File: src/rtl/ring_package.sv
// Shared ring network types: packet layout, commands and node helpers.
// Used by the node, the outbound queue and the cache-side adapters.
package ring_package;

    localparam int RING_NODES = 8;
    localparam int NODE_W     = $clog2(RING_NODES);

    typedef enum logic [2:0] {
        CMD_READ  = 3'd0,
        CMD_WRITE = 3'd1,
        CMD_INV   = 3'd2,
        CMD_ACK   = 3'd3,
        CMD_DATA  = 3'd4
    } ring_cmd_t;

    typedef struct packed {
        logic              valid;
        logic              broadcast;
        ring_cmd_t         cmd;
        logic [NODE_W-1:0] src;
        logic [NODE_W-1:0] dest;
        logic [15:0]       addr;
        logic [15:0]       data;
    } ring_packet_t;

    localparam int RING_PKT_W = $bits(ring_packet_t);

    // A unicast aimed at its own injector would circle the ring forever.
    function automatic logic ring_self_addressed(ring_packet_t pkt, int node);
        return !pkt.broadcast && (pkt.dest == NODE_W'(node));
    endfunction

endpackage

File: src/rtl/ring_outbound_queue_fifo.sv
// Generic synchronous FIFO with a registered, non-show-ahead read port.
// Writes while full and reads while empty are ignored.
module ring_sync_fifo #(
    parameter int WIDTH = 8,
    parameter int DEPTH = 8
) (
    input  logic                     clock,
    input  logic                     reset,
    input  logic                     wr_en,
    input  logic [WIDTH-1:0]         wr_data,
    input  logic                     rd_en,
    output logic [WIDTH-1:0]         rd_data,
    output logic [$clog2(DEPTH):0]   count,
    output logic                     empty,
    output logic                     full
);

    localparam int AW = $clog2(DEPTH);

    logic [WIDTH-1:0] mem [DEPTH];
    logic [AW-1:0]    rd_ptr;
    logic [AW-1:0]    wr_ptr;
    logic             do_wr;
    logic             do_rd;

    assign empty = (count == '0);
    assign full  = (count == (AW+1)'(DEPTH));
    assign do_wr = wr_en && !full;
    assign do_rd = rd_en && !empty;

    always_ff @(posedge clock) begin
        if (do_wr) begin
            mem[wr_ptr] <= wr_data;
        end
    end

    always_ff @(posedge clock) begin
        if (reset) begin
            rd_ptr  <= '0;
            wr_ptr  <= '0;
            count   <= '0;
            rd_data <= '0;
        end else begin
            if (do_wr) begin
                wr_ptr <= wr_ptr + 1'b1;
            end
            if (do_rd) begin
                rd_data <= mem[rd_ptr];
                rd_ptr  <= rd_ptr + 1'b1;
            end
            unique case ({do_wr, do_rd})
                2'b10:   count <= count + 1'b1;
                2'b01:   count <= count - 1'b1;
                default: count <= count;
            endcase
        end
    end

endmodule

File: src/rtl/ring_outbound_queue.sv
// Per-node injection queue: stamps the source ID, drops self-addressed
// unicasts and flags starvation when the ring never grants a slot.
module ring_outbound_queue
    import ring_package::*;
#(
    parameter int NODE_ID      = 0,
    parameter int DEPTH        = 8,
    parameter int AFULL_LEVEL  = 6,
    parameter int STARVE_LIMIT = 255
) (
    input  logic                     clock,
    input  logic                     reset,
    input  logic                     enq_valid,
    output logic                     enq_ready,
    input  logic [RING_PKT_W-1:0]    enq_packet,
    input  logic                     rdreq,
    output logic [RING_PKT_W-1:0]    q,
    output logic                     empty,
    output logic                     full,
    output logic                     almost_full,
    output logic [$clog2(DEPTH):0]   count,
    output logic                     self_drop,
    output logic                     starve
);

    localparam int AW = $clog2(DEPTH);
    localparam int SW = $clog2(STARVE_LIMIT + 1);
    localparam logic [SW-1:0] STARVE_MAX = SW'(STARVE_LIMIT);

    ring_packet_t  in_pkt;
    ring_packet_t  stamped;
    logic          fire;
    logic          drop;
    logic          store;
    logic          pop;
    logic [SW-1:0] starve_cnt;
    logic [SW-1:0] starve_nxt;

    assign in_pkt    = ring_packet_t'(enq_packet);
    assign enq_ready = !full;
    assign fire      = enq_valid && enq_ready;
    assign drop      = fire && ring_self_addressed(in_pkt, NODE_ID);
    assign store     = fire && !drop;
    assign pop       = rdreq && !empty;

    always_comb begin
        stamped       = in_pkt;
        stamped.valid = 1'b1;
        stamped.src   = NODE_W'(NODE_ID);
    end

    ring_sync_fifo #(
        .WIDTH (RING_PKT_W),
        .DEPTH (DEPTH)
    ) u_fifo (
        .clock   (clock),
        .reset   (reset),
        .wr_en   (store),
        .wr_data (stamped),
        .rd_en   (rdreq),
        .rd_data (q),
        .count   (count),
        .empty   (empty),
        .full    (full)
    );

    assign almost_full = (count >= (AW+1)'(AFULL_LEVEL));

    always_comb begin
        starve_nxt = starve_cnt;
        if (pop || empty) begin
            starve_nxt = '0;
        end else if (starve_cnt != STARVE_MAX) begin
            starve_nxt = starve_cnt + 1'b1;
        end
    end

    // starve is registered from the same next value so it tracks the counter exactly.
    always_ff @(posedge clock) begin
        if (reset) begin
            starve_cnt <= '0;
            starve     <= 1'b0;
            self_drop  <= 1'b0;
        end else begin
            starve_cnt <= starve_nxt;
            starve     <= (starve_nxt == STARVE_MAX);
            self_drop  <= drop;
        end
    end

endmodule
File: config.mk
export PLATFORM = sky130hd
export DESIGN_NAME = ring_outbound_queue
export DESIGN_NICKNAME = d
export VERILOG_FILES = /design/src/rtl/ring_package.sv /design/src/rtl/ring_outbound_queue_fifo.sv /design/src/rtl/ring_outbound_queue.sv
export SDC_FILE = /design/constraint.sdc
export NUM_CORES = 1
export LEC_CHECK = 0
export CAP_MARGIN = 20
export CORE_MARGIN = 2
export CORE_UTILIZATION = 55
export CTS_BUF_LIST = sky130_fd_sc_hd__clkbuf_8
export CTS_CLUSTER_SIZE = 40
export DETAILED_ROUTE_END_ITERATION = 8
export GPL_ROUTABILITY_DRIVEN = 0
export HOLD_SLACK_MARGIN = 0.15
export PLACE_DENSITY = 0.8
export SETUP_SLACK_MARGIN = 0.4
export SYNTH_ARGS = -nofsm -noshare
export SYNTH_HDL_FRONTEND = slang
export SYNTH_SLANG_ARGS = --single-unit
File: constraint.sdc
create_clock -name clock -period 14 [get_ports clock]
set_input_delay 1.4 -clock clock [delete_from_list [all_inputs] [get_ports clock]]
set_output_delay 1.4 -clock clock [all_outputs]
set_load 0.005 [all_outputs]
# --- Word level (Yosys, flattened, before mapping) ---
# Memory sizes are Yosys's and may differ from the RTL's. A register that Yosys moved wholly into a read port is not among the register bits.
# Cells that the tools add are included.
op_classes:
  eq_ne: 5
  div: 0
  magnitude_cmp: 1
  multipliers: 0
  add_sub_neg: 5
  bitwise_logic: 0
  n_mux: 5
  shift: 0
  n_reduce_logical: 14
op_table:
  columns: ["op", "count"]
  rows:
  - ["two-way mux 8 bit", 2]
  - ["adder 8 x 1 -> 8 bit (second input constant)", 1]
  - ["== test 8 bit (second input constant)", 1]
  - ["!= test 8 bit (second input constant)", 1]
  - ["one-hot mux 4 bit (2 select lines)", 1]
  - ["adder 3 x 1 -> 3 bit (second input constant)", 2]
  - ["logical AND 1 bit", 6]
  - ["adder 4 x 1 -> 4 bit (second input constant)", 1]
  - ["== test 4 bit (second input constant)", 1]
  - ["greater-or-equal comparator 4 x 3 -> 1 bit (second input constant)", 1]
  - ["logical NOT 1 bit", 4]
  - ["logical NOT 4 bit", 1]
  - ["subtractor 4 x 1 -> 4 bit (second input constant)", 1]
  - ["logical NOT 3 bit", 1]
  - ["== test 2 x 1 -> 1 bit (second input constant)", 1]
  - ["== test 2 bit (second input constant)", 1]
  - ["two-way mux 1 bit", 2]
  - ["nonzero test 2 bit", 1]
  - ["logical OR 1 bit", 1]
word_totals:
  mem_bits_rw: 312
  latchBits: 0
  rom_bits: 0
  reg_bits: 63
  n_memories: 1
mem_list:
  columns: ["memory", "words", "width", "rd", "rd_clocked_by_memory_dff", "wr", "line", "text"]
  rows:
  - ["u_fifo.mem", 8, 39, 1, 1, 1, "ring_outbound_queue_fifo.sv:20", "logic [WIDTH-1:0] mem [DEPTH];"]

# --- Depth between registers and ports, before layout ---
depth:
  depth_word: 9
  mapped_depth: 11
  ltp_nobuf: 9

# --- By module ---
# Synthesis repeated with hierarchy kept, for this count alone.
unflattened:
  cells_unflattened: 782
  area_unflattened_um2: 15372.2
by_module_without_submodules:
  columns: ["module", "cells_per_inst", "area_per_inst_um2", "seq_area_each_um2", "instances"]
  rows:
  - ["ring_sync_fifo", 713, 14796.7, 11390.9, 1]
  - ["ring_outbound_queue", 69, 575.6, 200.2, 1]

# --- Least setup slack after synthesis ---
# Ideal clock, no wire load.
synth_timing:
  kind: "input to register"
  from: "input port enq_packet[32]"
  to: "memory u_fifo.mem[0][0] (netlist bit), enable pin"
  path_buffers: 0
  t_required_ns: 13.467
  stages: 3
  setup_ns: 0.533
  setup_slack_ns: 8.017
  t_arrival_ns: 5.451
  path_cell_list: "or4_1 -> nand3_4 -> nor4_1"
synth_via:
  elab_chain_len: 8
synth_rtl:
  columns: ["item", "line", "text"]
  rows:
  - ["from (decl)", "ring_outbound_queue.sv:15", "input logic [RING_PKT_W-1:0] enq_packet,"]
  - ["logical NOT 3 bit", "ring_package.sv:30", "return !pkt.broadcast && (pkt.dest == NODE_W'(node));"]
  - ["logical AND 1 bit", "ring_package.sv:30", null]
  - ["logical AND 1 bit", "ring_outbound_queue.sv:42", "assign drop = fire && ring_self_addressed(in_pkt, NODE_ID);"]
  - ["logical NOT 1 bit", "ring_outbound_queue.sv:43", "assign store = fire && !drop;"]
  - ["logical AND 1 bit", "ring_outbound_queue.sv:43", null]
  - ["logical AND 1 bit", "ring_outbound_queue_fifo.sv:28", "assign do_wr = wr_en && !full;"]
  - ["two-way mux 1 bit", "ring_outbound_queue_fifo.sv:32", "if (do_wr) begin"]
  - ["two-way mux 1 bit (implied by the code)", "ring_outbound_queue_fifo.sv:33", "mem[wr_ptr] <= wr_data;"]
  - ["to (decl)", "ring_outbound_queue_fifo.sv:20", null]
# No other way between the ends.

# --- Worst setup path after layout ---
layout_timing:
  from: "input port enq_packet[34]"
  to: "memory u_fifo.mem[4][26] (netlist bit), enable pin"
# The elaborated chain is that of the path after synthesis.

==> out/metrics.yaml <==
run_status:
  status: "finished clean"
die:
  core_region_area_um2: 25200
  die_h_um: 164
  die_w_um: 164
  initial_core_util_pct: 56.0
  die_area_um2: 26900
  boundaryPins: 100
  rows: 58
power:
  switching_share_pct: 25.9
  ir_drop_v: 0.000152
  p_per_area_nw_per_um2: 167
  clockPowerShare_pct: 30.0
  intPower_uw: 2030
  switchingPower_uw: 710
  p_seq_share_pct: 50.8
  combPwrFrac_pct: 19.2
  p_leak_uw: 0.00532
global_route:
  antenna_found_initial: 2
  grt_use_met3_pct: 4.87
  global_route.usage.met2_pct: 33.1
  overflow: 0
  grt_pass1_wl_mm: 41.4
  grt_pass1_vias: 7345
  grt-busiest-layer: "met2"
  grtUsageMet1_pct: 28.0
  grt_max_degree: 85
  grtUsageTotal_pct: 20.5
setup_path:
  crit_arrival_ps: 3960
  required_ps: 14190
  critical_path_class: "in2reg"
  rr_endpoint: "u_fifo.count[3]"
  timing.rr.start: "u_fifo.count[1]"
  cp-end-kind: "flip-flop"
  r2r_slack_ps: 11120
  cp-start-kind: "primary input"
  critPathMaxFanout: 35
  r2r_cells: 7
cells_and_area:
  final_cell_count_no_fill: 1223
  area_growth_pct: 16.6
  multi_input_area_um2: 3310
  seq_area_um2: 10600
  drive_gt1_share_pct: 20.5
  final_cell_mix: "edfxtp_1, clkdlybuf4s50_1, mux4_2"
  fillCellCount: 1672
  nNetsFinal: 899
  mostFrequentLayoutCell: "edfxtp_1"
  diodes: 0
job:
  cap_violations: 0
logic_synthesis:
  synth_edf_count: 312
  yosysSeqAreaShare_pct: 75.0
  synth_flop_cell: "edfxtp_1"
  syn_area_per_cell_um2: 19.4
  yosysTopAreaCellShare_pct: 66.5
  synth_area_um2: 14100
  yosysTopAreaCell: "edfxtp_1"
  synth-seq-cells: 372
  yosysWarnings: 0
  synth_top_cells_by_area: "edfxtp_1, mux4_2, dfxtp_1, mux2i_1, a21oi_1"
  ys_types: 45
  postSynthCellCount: 727
  synth-async-reset-ratio_pct: 0
clock_network:
  clk_root_buffer_cell: "clkbuf_8"
  cts_tree: "yes"
  post_cts_buffers: 0
  cts_buffers: 55
  clk_pin_slew_ps: 60
  cts-resized-gates: 0
  clock_path_buffers: 3
  cts_max_level: 2
  cts-hold-fix-buffers: 0
  cts_sinks: 372
  clk_latency_ps: 590
sta:
  period_needed_ps: 3770
  setup_viol: 0
  setup_tns_ps: 0
  fmax_mhz: 265
  hold_viol_final: 0
  relSlewSlack_pct: 40.1
  skew_ps: 53.4
  setup_ws_ps: 10230
  post-route-period-util_pct: 26.9
  slew_violations: 0
  worstMarginPinSlew_ps: 898
  grt_setup_unrepaired: "false"
place:
  dpl_worst_slack_ps: 9620
  io_buffers: 92
  dpl.hpwl_mm: 14.9
  dpl.cell_count: 1119
drt:
  wl_per_cell_um: 21.8
  drc: 0
  drtIter0Drc: 679
  detail_route.first_pass.iterations: 4
  wirelength_mm: 26.7
  vias: 7086
  ant_nets: 0
  vias_per_cell: 5.79
worst_hold_path:
  min_to: "u_fifo.rd_data[42]"
  hp-class: "reg2reg"
  min_from: "u_fifo.rd_data[42]"
  whs_path_depth: 2
## worst max-delay path by stage
stage | startpoint | to | slack (ps) | depth (start not counted)
after global placement | enq_packet[41] | u_fifo.mem[5][4] | 9770 | 5
after detailed placement | enq_packet[34] | u_fifo.mem[4][9] | 9620 | 5
after global routing | enq_packet[34] | u_fifo.mem[4][19] | 10040 | 5
final | enq_packet[34] | u_fifo.mem[4][26] | 10230 | 5
after CTS | enq_packet[34] | u_fifo.mem[4][23] | 10210 | 5
after floorplan | enq_packet[32] | u_fifo.mem[0][0] | 8020 | 3
## cell families (layout without fill, tap and decap cells)
| group | count (synthesis) | in the layout | synth area share, % |
|---|---|---|---|
| compound gates | 97 | 97 | 3.69 |
| xor+xnor | 9 | 9 | 0.559 |
| fa+ha+maj | 6 | 6 | 0.533 |
| buf+inv | 54 | 218 | 1.90 |
| flops | 372 | 372 | 75.0 |
| mux | 123 | 123 | 15.7 |
| other cells | 1 | 3 | 0.0266 |
| simple gates | 65 | 65 | 2.61 |
## state kept, by name, indices dropped and copies added, names as in the netlist
| signal | flops |
|---|---|
| starve_cnt | 8 |
| starve | 1 |
| u_fifo.count | 4 |
| self_drop | 1 |
| u_fifo.wr_ptr | 3 |
| u_fifo.mem | 312 |
| u_fifo.rd_data | 40 |
| u_fifo.rd_ptr | 3 |
## through the flow
| stage | utilization, % | area (um2) | power, uW | hold slack [ps] |
|---|---|---|---|---|
| finish | 65.3 | 16400 | 2740 | 468 |
| floorplan | - | 14100 | 1720 | 465 |
| detailed placement | 61.0 | 15400 | 1950 | 462 |
| global placement | 61.0 | 15400 | 1930 | 449 |
| global route | 65.3 | 16400 | 2860 | 481 |
| CTS | 65.3 | 16400 | 2770 | 475 |
## Yosys cell counts, drive strengths merged, types with 2 or more instances
master,instances
dfxtp,60
or3,3
a21o,2
xnor2,2
or4,2
nand3,6
a31oi,2
nand2,7
o21ai,42
edfxtp,312
mux4,78
nor2,19
xor2,7
buf,23
and3,4
clkbuf,26
mux2i,45
nand4,4
nand2b,3
nor4,2
a21oi,43
inv,5
ha,6
nor3,8
## worst max-delay path, cell delays in order
cell and delay [ps]:
clkdlybuf4s50_1 660, or4_1 290, nand4_1 420, nor3_2 560, buf_4 600
## area by class of cell
type	instances	area share (%)
sequential	372	64.4
multi-input combinational	303	20.1
timing repair buffer	109	6.38
clock buffer	62	5.19
tap	330	2.51
clock inverter	42	1.30
inverter	5	0.114
## power groups by stage
stage	logic (uW)	clock network [uW]	registers, uW
detailed placement	535	0	1410
global route	576	882	1400
finish	527	821	1390
global placement	520	0	1410
CTS	537	839	1390
floorplan	334	0	1380
## per-layer routing
layer	vias up	share of wire [%]
li1	3191	-
met1	3619	42
met2	222	50
met3	50	6.0
met4	4	1.9
met5	-	0.079
No activity file was read; power rests on OpenSTA's default activity.
